[src/rtl/alu_pkg.sv]
// alu_pkg: opcodes, condition-code bit positions, controller states and opcode legality
package alu_pkg;
  localparam logic [3:0] OP_LOADI = 4'b0000;
  localparam logic [3:0] OP_ADD   = 4'b0001;
  localparam logic [3:0] OP_SUB   = 4'b0010;
  localparam logic [3:0] OP_AND   = 4'b0101;
  localparam logic [3:0] OP_OR    = 4'b0110;
  localparam logic [3:0] OP_XOR   = 4'b0111;
  localparam logic [3:0] OP_NOT   = 4'b1000;
  localparam logic [3:0] OP_SHL   = 4'b1001;
  localparam logic [3:0] OP_SHR   = 4'b1011;
  localparam logic [3:0] OP_SRA   = 4'b1100;
  localparam logic [3:0] OP_ROL   = 4'b1101;
  localparam logic [3:0] OP_ROR   = 4'b1110;
  localparam logic [3:0] OP_MUL   = 4'b1111;
  localparam int CC_N = 3;
  localparam int CC_Z = 2;
  localparam int CC_C = 1;
  localparam int CC_V = 0;
  typedef enum logic [1:0] {IDLE, ISSUE, RESP} state_t;
  // true for opcodes the ALU executes; LOADI is handled by the controller itself
  function automatic logic op_legal(input logic [3:0] op);
    return !(op inside {OP_LOADI, 4'b0011, 4'b0100, 4'b1010});
  endfunction
endpackage

[src/rtl/alu_issue_ctrl_if.sv]
// alu_issue_ctrl_if: instruction, ALU and response channels of the issue controller
interface alu_issue_ctrl_if #(parameter int WIDTH = 16, parameter int NREG = 8);
  localparam int AW = $clog2(NREG);
  logic             in_valid;
  logic             in_ready;
  logic [3:0]       in_op;
  logic [AW-1:0]    in_rd;
  logic [AW-1:0]    in_ra;
  logic [AW-1:0]    in_rb;
  logic [WIDTH-1:0] in_imm;
  logic [WIDTH-1:0] alu_valA;
  logic [WIDTH-1:0] alu_valB;
  logic [3:0]       alu_op;
  logic             alu_sub;
  logic [WIDTH-1:0] alu_result;
  logic [3:0]       alu_cc;
  logic             out_valid;
  logic             out_ready;
  logic [WIDTH-1:0] out_data;
  logic [3:0]       out_cc;
  logic             out_err;
  modport slave (
    input  in_valid, in_op, in_rd, in_ra, in_rb, in_imm,
    output in_ready,
    output alu_valA, alu_valB, alu_op, alu_sub,
    input  alu_result, alu_cc,
    output out_valid, out_data, out_cc, out_err,
    input  out_ready
  );
  modport master (
    output in_valid, in_op, in_rd, in_ra, in_rb, in_imm,
    input  in_ready,
    input  alu_valA, alu_valB, alu_op, alu_sub,
    output alu_result, alu_cc,
    input  out_valid, out_data, out_cc, out_err,
    output out_ready
  );
endinterface

[src/rtl/alu_regfile.sv]
// alu_regfile: NREG x WIDTH register file, two operand reads plus debug read, one write, R0 fixed at zero
module alu_regfile #(
  parameter int WIDTH = 16,
  parameter int NREG  = 8
) (
  input  logic                     clk,
  input  logic                     rst_n,
  input  logic [$clog2(NREG)-1:0]  ra,
  input  logic [$clog2(NREG)-1:0]  rb,
  input  logic [$clog2(NREG)-1:0]  da,
  output logic [WIDTH-1:0]         rdata_a,
  output logic [WIDTH-1:0]         rdata_b,
  output logic [WIDTH-1:0]         ddata,
  input  logic                     we,
  input  logic [$clog2(NREG)-1:0]  wa,
  input  logic [WIDTH-1:0]         wd
);
  logic [WIDTH-1:0] mem [NREG];
  // storage: async clear, writes to R0 silently dropped
  always_ff @(posedge clk or negedge rst_n) begin
    if (!rst_n) begin
      for (int i = 0; i < NREG; i++) mem[i] <= '0;
    end else if (we && wa != '0) begin
      mem[wa] <= wd;
    end
  end
  assign rdata_a = (ra == '0) ? '0 : mem[ra];
  assign rdata_b = (rb == '0) ? '0 : mem[rb];
  assign ddata   = (da == '0) ? '0 : mem[da];
endmodule

[src/rtl/alu_issue_ctrl.sv]
// alu_issue_ctrl: accepts one instruction, drives the ALU, writes back and returns a response
module alu_issue_ctrl import alu_pkg::*; #(
  parameter int WIDTH    = 16,
  parameter int NREG     = 8,
  parameter int MUL_WAIT = 2
) (
  input  logic                     clk,
  input  logic                     rst_n,
  alu_issue_ctrl_if.slave          bus,
  input  logic [$clog2(NREG)-1:0]  dbg_addr,
  output logic [WIDTH-1:0]         dbg_data
);
  localparam int AW = $clog2(NREG);
  state_t           state, state_nx;
  logic [3:0]       cnt;
  logic [AW-1:0]    rd;
  logic [WIDTH-1:0] imm;
  logic [3:0]       cc_q;
  logic [WIDTH-1:0] rdata_a, rdata_b;
  logic             accept, done, is_loadi, is_legal, we;
  logic [WIDTH-1:0] wd;
  logic [3:0]       loadi_cc;
  assign accept   = state == IDLE && bus.in_valid;
  assign done     = state == ISSUE && cnt == '0;
  assign is_loadi = bus.alu_op == OP_LOADI;
  assign is_legal = op_legal(bus.alu_op);
  assign we       = done && (is_legal || is_loadi);
  assign wd       = is_loadi ? imm : bus.alu_result;
  assign loadi_cc = {imm[WIDTH-1], imm == '0, 2'b00};
  assign bus.in_ready  = state == IDLE;
  assign bus.out_valid = state == RESP;
  alu_regfile #(.WIDTH(WIDTH), .NREG(NREG)) u_rf (
    .clk     (clk),
    .rst_n   (rst_n),
    .ra      (bus.in_ra),
    .rb      (bus.in_rb),
    .da      (dbg_addr),
    .rdata_a (rdata_a),
    .rdata_b (rdata_b),
    .ddata   (dbg_data),
    .we      (we),
    .wa      (rd),
    .wd      (wd)
  );
  // state register; reset aborts any instruction in flight
  always_ff @(posedge clk or negedge rst_n) begin
    if (!rst_n) state <= IDLE;
    else state <= state_nx;
  end
  // next state: one instruction at a time, response held until taken
  always_comb begin
    state_nx = state;
    case (state)
      IDLE:    state_nx = bus.in_valid ? ISSUE : IDLE;
      ISSUE:   state_nx = (cnt == '0) ? RESP : ISSUE;
      RESP:    state_nx = bus.out_ready ? IDLE : RESP;
      default: state_nx = IDLE;
    endcase
  end
  // ALU operands are captured on accept and held through ISSUE
  always_ff @(posedge clk or negedge rst_n) begin
    if (!rst_n) begin
      bus.alu_valA <= '0;
      bus.alu_valB <= '0;
      bus.alu_op   <= '0;
      bus.alu_sub  <= 1'b0;
    end else if (accept) begin
      bus.alu_valA <= rdata_a;
      bus.alu_valB <= rdata_b;
      bus.alu_op   <= bus.in_op;
      bus.alu_sub  <= bus.in_op == OP_SUB;
    end
  end
  // destination, immediate and the multicycle wait counter for MUL
  always_ff @(posedge clk or negedge rst_n) begin
    if (!rst_n) begin
      cnt <= '0;
      rd  <= '0;
      imm <= '0;
    end else if (accept) begin
      cnt <= (bus.in_op == OP_MUL) ? 4'(MUL_WAIT - 1) : 4'd0;
      rd  <= bus.in_rd;
      imm <= bus.in_imm;
    end else if (state == ISSUE && cnt != '0) begin
      cnt <= cnt - 4'd1;
    end
  end
  // response capture on the writeback edge; illegal ops report the last ALU flags
  always_ff @(posedge clk or negedge rst_n) begin
    if (!rst_n) begin
      bus.out_data <= '0;
      bus.out_cc   <= '0;
      bus.out_err  <= 1'b0;
      cc_q         <= '0;
    end else if (done) begin
      bus.out_data <= is_loadi ? imm : is_legal ? bus.alu_result : '0;
      bus.out_cc   <= is_loadi ? loadi_cc : is_legal ? bus.alu_cc : cc_q;
      bus.out_err  <= !is_loadi && !is_legal;
      cc_q         <= is_legal ? bus.alu_cc : cc_q;
    end
  end
endmodule

[src/flat_wrapper.sv]
// flat-port wrapper written by rule: the top's interface ports become plain ports
module alu_issue_ctrl_flat import alu_pkg::*;
#(
  parameter int WIDTH    = 16,
  parameter int NREG     = 8,
  parameter int MUL_WAIT = 2
)
  (clk, rst_n, dbg_addr, dbg_data, bus_in_valid, bus_in_op, bus_in_rd, bus_in_ra, bus_in_rb, bus_in_imm, bus_in_ready, bus_alu_valA, bus_alu_valB, bus_alu_op, bus_alu_sub, bus_alu_result, bus_alu_cc, bus_out_valid, bus_out_data, bus_out_cc, bus_out_err, bus_out_ready);
  alu_issue_ctrl_if #(.WIDTH(WIDTH), .NREG(NREG)) bus_i ();
  input  logic clk;
  input  logic rst_n;
  input  logic [$clog2(NREG)-1:0] dbg_addr;
  output logic [WIDTH-1:0] dbg_data;
  input wire logic [$bits(bus_i.in_valid)-1:0] bus_in_valid;
  input wire logic [$bits(bus_i.in_op)-1:0] bus_in_op;
  input wire logic [$bits(bus_i.in_rd)-1:0] bus_in_rd;
  input wire logic [$bits(bus_i.in_ra)-1:0] bus_in_ra;
  input wire logic [$bits(bus_i.in_rb)-1:0] bus_in_rb;
  input wire logic [$bits(bus_i.in_imm)-1:0] bus_in_imm;
  output wire logic [$bits(bus_i.in_ready)-1:0] bus_in_ready;
  output wire logic [$bits(bus_i.alu_valA)-1:0] bus_alu_valA;
  output wire logic [$bits(bus_i.alu_valB)-1:0] bus_alu_valB;
  output wire logic [$bits(bus_i.alu_op)-1:0] bus_alu_op;
  output wire logic [$bits(bus_i.alu_sub)-1:0] bus_alu_sub;
  input wire logic [$bits(bus_i.alu_result)-1:0] bus_alu_result;
  input wire logic [$bits(bus_i.alu_cc)-1:0] bus_alu_cc;
  output wire logic [$bits(bus_i.out_valid)-1:0] bus_out_valid;
  output wire logic [$bits(bus_i.out_data)-1:0] bus_out_data;
  output wire logic [$bits(bus_i.out_cc)-1:0] bus_out_cc;
  output wire logic [$bits(bus_i.out_err)-1:0] bus_out_err;
  input wire logic [$bits(bus_i.out_ready)-1:0] bus_out_ready;
  assign bus_i.in_valid = bus_in_valid;
  assign bus_i.in_op = bus_in_op;
  assign bus_i.in_rd = bus_in_rd;
  assign bus_i.in_ra = bus_in_ra;
  assign bus_i.in_rb = bus_in_rb;
  assign bus_i.in_imm = bus_in_imm;
  assign bus_in_ready = bus_i.in_ready;
  assign bus_alu_valA = bus_i.alu_valA;
  assign bus_alu_valB = bus_i.alu_valB;
  assign bus_alu_op = bus_i.alu_op;
  assign bus_alu_sub = bus_i.alu_sub;
  assign bus_i.alu_result = bus_alu_result;
  assign bus_i.alu_cc = bus_alu_cc;
  assign bus_out_valid = bus_i.out_valid;
  assign bus_out_data = bus_i.out_data;
  assign bus_out_cc = bus_i.out_cc;
  assign bus_out_err = bus_i.out_err;
  assign bus_i.out_ready = bus_out_ready;
  alu_issue_ctrl #(.WIDTH(WIDTH), .NREG(NREG), .MUL_WAIT(MUL_WAIT)) u_core (.clk(clk), .rst_n(rst_n), .bus(bus_i), .dbg_addr(dbg_addr), .dbg_data(dbg_data));
endmodule
[config.mk]
export PLATFORM = sky130hd
export DESIGN_NAME = alu_issue_ctrl_flat
export DESIGN_NICKNAME = d
export VERILOG_FILES = /design/src/rtl/alu_pkg.sv /design/src/rtl/alu_issue_ctrl_if.sv /design/src/rtl/alu_regfile.sv /design/src/rtl/alu_issue_ctrl.sv /design/src/flat_wrapper.sv
export SDC_FILE = /design/constraint.sdc
export NUM_CORES = 1
export LEC_CHECK = 0
export ABC_CLOCK_PERIOD_IN_PS = 2800
export CAP_MARGIN = 30
export CORE_MARGIN = 4
export CORE_UTILIZATION = 44
export DETAILED_ROUTE_END_ITERATION = 10
export GPL_TIMING_DRIVEN = 0
export PLACE_DENSITY = 0.67
export SYNTH_ARGS = -nofsm -noshare
export SYNTH_HDL_FRONTEND = slang
export SYNTH_SLANG_ARGS = --single-unit
[constraint.sdc]
create_clock -name clk -period 2.8 [get_ports clk]
set_input_delay 0.56 -clock clk [delete_from_list [all_inputs] [get_ports clk]]
set_output_delay 0.56 -clock clk [all_outputs]
set_load 0.05 [all_outputs]
* Word-level counts from Yosys, hierarchy flattened *
Cells that the tools add are included.

word-level totals
  flip-flop bits (word level) = 215
  bits in writable memories = 0
  memories kept = 0
  bits in latches = 0
  memory bits (read-only) = 0
  word-level logic and storage cells = 85

operators by class
  bitwise logic cells = 4
  divide/modulo/power cells = 0
  muxes and demuxes = 27
  order comparisons = 5
  shift-type cells = 0
  eq/ne operators = 7
  reductions and logical operators = 21
  $add $sub $neg = 1
  $mul = 0

operators with widths
  kind                   number
  $mux W16               13
  $bmux W16 S3           3
  $bwmux W128            1
  $demux W16 S3          1
  $ge A4 B4 Y1 const B   4
  $logic_not A16 Y1      1
  $mux W4                4
  $not A3 Y4             4
  $logic_not A3 Y1       3
  $eq A4 B2 Y1 const B   2
  $eq A4 B4 Y1 const B   2
  $logic_not A4 Y1       2
  $reduce_bool A4 Y1     2
  $logic_and A1 B1 Y1    7
  $pmux W2 S3            1
  $eq A4 B3 Y1 const B   1
  $lt A4 B1 Y1 const B   1
  $mux W2                2
  $sub A4 B1 Y4 const B  1
  $reduce_bool A3 Y1     1
  $eq A2 B1 Y1 const B   1
  $eq A2 B2 Y1 const B   1
  $logic_not A1 Y1       2
  $logic_not A2 Y1       1
  other kinds (3)        4

* Depth between registers and ports, before layout *
  word-level depth = 6
  depth in mapped cells = 9
  mapped depth without buffers = 6

* Cells and area by module *
From an unflattened synthesis, not the netlist that was laid out.

unflattened totals
  cells, all modules = 973
  area total of the unflattened synthesis = 10939.2 um^2

modules (own cells, without submodules)
  module          area an instance (um^2)  cells an instance  seq. area each (um^2)  times used
  alu_regfile     7190.6                   566                2802.7                 1
  alu_issue_ctrl  3748.6                   407                2177.1                 1

* Worst setup path before layout *
Ideal clock, no wire load.

  path type = input to output
  from = input dbg_addr[0]
  to = output dbg_data[15]
  buffers on the path = 3
  setup slack = -456 ps
  stages = 5
  data arrival time = 2696 ps
  data required time = 2240 ps
  path through = clkbuf_1 buf_1 clkbuf_1 a22oi_1 o21ai_0

on the way
  longest elaborated chain between the ends = 5
  elaborated cells between the ends (all ways) = 6

ends and longest elaborated chain
  item                                          RTL line            source
  start, declared                               flat_wrapper.sv:12  input logic [$clog2(NREG)-1:0] dbg_addr;
  $not A3 Y4 (not written as such)              alu_regfile.sv:29   assign ddata = (da == '0) ? '0 : mem[da];
  $bmux W16 S3                                  alu_regfile.sv:29
  $mux W16 (not written as such) (2 in series)  alu_regfile.sv:29
  $mux W16 *                                    alu_regfile.sv:29
  end, declared                                 flat_wrapper.sv:13  output logic [WIDTH-1:0] dbg_data;

Mark *: on every way between the ends. The rest lies on a longest branch, timed or not. The select of a mux whose other input is x is not followed.

* Worst setup path in the final report *
  from = input dbg_addr[2]
  to = output dbg_data[1]

The elaborated chain is that of the path after synthesis.

==> impl_metrics.yaml <==
power:
  combPwrFrac_pct: 47.5
  leakagePower_nw: 5.675
  ir_drop_mv: 0.7480
  p_per_area_mw_per_mm2: 1132
  seq_power_share_pct: 35.8
  intPower_mw: 8.390
  sw_frac_of_total_pct: 43.40
  switchingPower_mw: 6.433
  clkPwrFrac_pct: 16.7
final_layout:
  instances_no_fill: 1407
  drive_gt1_share_pct: 26.01
  nets: 1133
  area_delta_synth_final_pct: 22.28
  fin_area_mm2: 0.01310
  fill_cells: 2086
  diodes: 0
placed_design:
  io_buffers: 126
  postPlaceCellArea_mm2: 0.01248
  finalWeightedCongestion: 0.9316
  place_hpwl_mm: 22.79
  dp_cells: 1371
critical_path:
  critPathCaptureType: "primary output"
  cp-start-kind: "primary input"
  worstPathArrival_ns: 2.19
  r2r_start: "u_core.cnt[0]"
  path_class: "in2out"
  cp_max_fo: 10
  r2r_slack_ns: 0.19
  ff2ff_path_depth: 9
  rr_endpoint: "u_core.u_rf.mem[44]"
  worstPathRequired_ns: 2.24
synth:
  synth_flop_cell: "dfrtp_1"
  synth_most_common_cell: "dfrtp_1"
  async_flop_share_pct: 100.0
  synth.top_cells.by_area: "dfrtp_1 (46%), mux4_2 (10%), mux2_2 (10%)"
  synth_warnings: 0
  ys_seq_area_share_pct: 46.49
  synth_common_cells: "dfrtp_1 (199), nand2_1 (172), mux2_2 (95)"
  synthCells: 922
  synth.distinct_cells: 47
  synth_top_area_share_pct: 46.49
  syn_avg_cell_area_um2: 11.62
  synth_fp_nets: 980
  synth-edff-count: 0
  yosysTopAreaCell: "dfrtp_1"
  ys_ff_latch: 199
  syn_area_mm2: 0.01071
global_route:
  grt_max_degree: 116
  grt_overflow: 0
  grt_usage_pct: 24.53
  grt_pass1_vias: 8360
  grt_pass1_wl_mm: 49.69
  antenna_found_initial: 0
routing:
  vias: 8361
  wl_per_cell_um: 23.15
  vias_per_cell: 5.942
  wirelength_mm: 32.57
  antenna_left: 0
  drtPass1Iterations: 5
  drc: 0
  drtIter0Drc: 572
sta:
  period_needed_ns: 2.748
  fin_skew_ns: 0.01558
  finalHoldViolCount: 0
  fmax_ghz: 0.3640
  grt_setup_unrepaired: "no"
  slew_viol_final: 0
  whs_ns: 0.08482
  max_slew.worst_pin.slew_ns: 0.9028
  fin_crit_sh_pct: 98.13
  relSlewSlack_pct: 39.81
  setup_viol: 0
worst_hold_path:
  worstHoldPathType: "in2async"
die:
  die_area_mm2: 0.02690
  rows: 56
  start_util_pct: 45.23
  pin_count: 132
  die_w_um: 164.0
  dieHeight_um: 164.0
  coreArea_mm2: 0.02368
clocking:
  clk_pin_slew_worst_paths_ns: 0.07
  cts_max_level: 4
  cts.sinks: 199
  cts_tree: "built"
  clockBufferDepth: 2
  cts-buffers-inserted: 17
  cts-root-buf: "clkbuf_16"
  clk_latency_ns: 0.43
status:
  status: "completed"
flow_run:
  cap_violations: 0
final cells by class:
cell class / instances / area (um2) / share of cell area, %
clock inverter: 11 / 122.6 / 0.9362
buffer: 72 / 394.1 / 3.009
tap: 319 / 399.1 / 3.047
timing repair buffer: 134 / 1311 / 10.01
clock buffer: 21 / 460.4 / 3.515
sequential: 199 / 4980 / 38.02
multi-input combinational: 632 / 5359 / 40.92
inverter: 19 / 71.32 / 0.5445
worst max-delay path by stage:
stage / start / to / slack [ns] / cells after the start
6_report: dbg_addr[2] / dbg_data[1] / 0.05 / 4
5_1_grt: dbg_addr[2] / dbg_data[1] / 0.006 / 4
3_3_place_gp: rst_n / u_core.u_rf.mem[66] / -7.30 / 1
4_1_cts: dbg_addr[1] / dbg_data[13] / -0.01 / 6
2_1_floorplan: dbg_addr[0] / dbg_data[15] / -0.08 / 5
3_5_place_dp: dbg_addr[0] / dbg_data[13] / -1.15 / 6
power groups by stage:
stage | Sequential [mW] | Combinational, mW | Clock, mW
final | 5.31 | 7.04 | 2.47
after global routing | 5.48 | 7.54 | 2.62
after CTS | 5.27 | 7.09 | 2.50
after detailed placement | 5.30 | 7.06 | 0
after global placement | 5.27 | 6.94 | 0
after floorplan | 6.27 | 3.73 | 0
sequential cells by signal, indices dropped and copies added (netlist names):
name,flops
u_core.rd,3
u_core.bus.alu_sub,1
u_core.imm,16
u_core.bus.out_data,16
u_core.bus.out_err,1
u_core.bus.alu_valA,16
u_core.bus.alu_op,4
u_core.bus.out_cc,4
u_core.state,2
u_core.bus.alu_valB,16
u_core.cnt,4
u_core.u_rf.mem,112
u_core.cc_q,4
stage by stage:
stage               utilization, %  power [mW]  worst slack, ns  TNS (ns)
detailed placement           52.72       12.36           -1.147    -49.41
finish                       55.30       14.82          0.05246         0
global route                 55.30       15.64         0.006466         0
CTS                          55.51       14.86         -0.01231  -0.02249
global placement             52.43       12.21           -7.301  -1494.48
floorplan                        -       9.992         -0.08081  -0.08081
timing repair:
| action | in CTS | in global routing |
|---|---|---|
| hold buffers | 0 | 0 |
| gates resized for setup | 70 | 21 |
| buffers inserted | 4 | 0 |
| setup endpoints to repair | 117 | 25 |
| pin swaps | 4 | 0 |
placed cells by master, fill, tap and decap left out, types with 3 or more instances in the layout:
cell and n:
a211oi_1 17, a21bo_2 3, a21oi_1 38, a21oi_2 12, a221oi_1 29, a31oi_1 17, buf_1 4, buf_12 3
buf_2 23, buf_4 6, buf_6 4, buf_8 3, clkbuf_1 40, clkbuf_16 17, clkbuf_2 7, clkbuf_8 3
clkdlybuf4s15_2 4, clkdlybuf4s50_1 109, clkinv_2 3, clkinvlp_4 4, dfrtp_1 199, inv_1 19, mux2_1 18, mux2_2 95
mux2_4 30, mux2i_1 23, mux4_2 48, nand2_1 172, nand2b_1 5, nand3_1 7, nor2_1 23, nor2b_1 17
nor3_1 4, nor4_1 6, nor4_4 3, o21ai_0 22, o31ai_1 14, or4_4 3
kinds of logic (layout without fill, tap and decap cells):
kind of cell	Yosys count	count (layout)	synth area share, %
XOR/XNOR	3	3	0.2453
adder cells (fa/ha/maj)	2	2	0.2336
AO/OA/AOI/OAI	160	160	9.754
flip-flops	199	199	46.49
multiplexers	214	214	28.33
buffers and inverters	91	257	4.007
AND/OR/NAND/NOR	253	253	10.95
critical path, stage by stage:
cell and delay (ns):
clkdlybuf4s50_1 0.50, clkbuf_2 0.32, a21oi_1 0.24, dlygate4sd2_1 0.55
routing by layer:
layer / track usage, % / wire (um) / up-vias / share of wire (%)
met4: 6.977 / 669 / 0 / 2.1
li1: - / - / 3684 / -
met3: 5.270 / 2515 / 55 / 7.7
met1: 34.08 / 13970 / 4227 / 43
met2: 39.20 / 15420 / 395 / 47
met5: 0 / 0 / - / 0
Note: power is estimated with default switching activity, not from simulation.
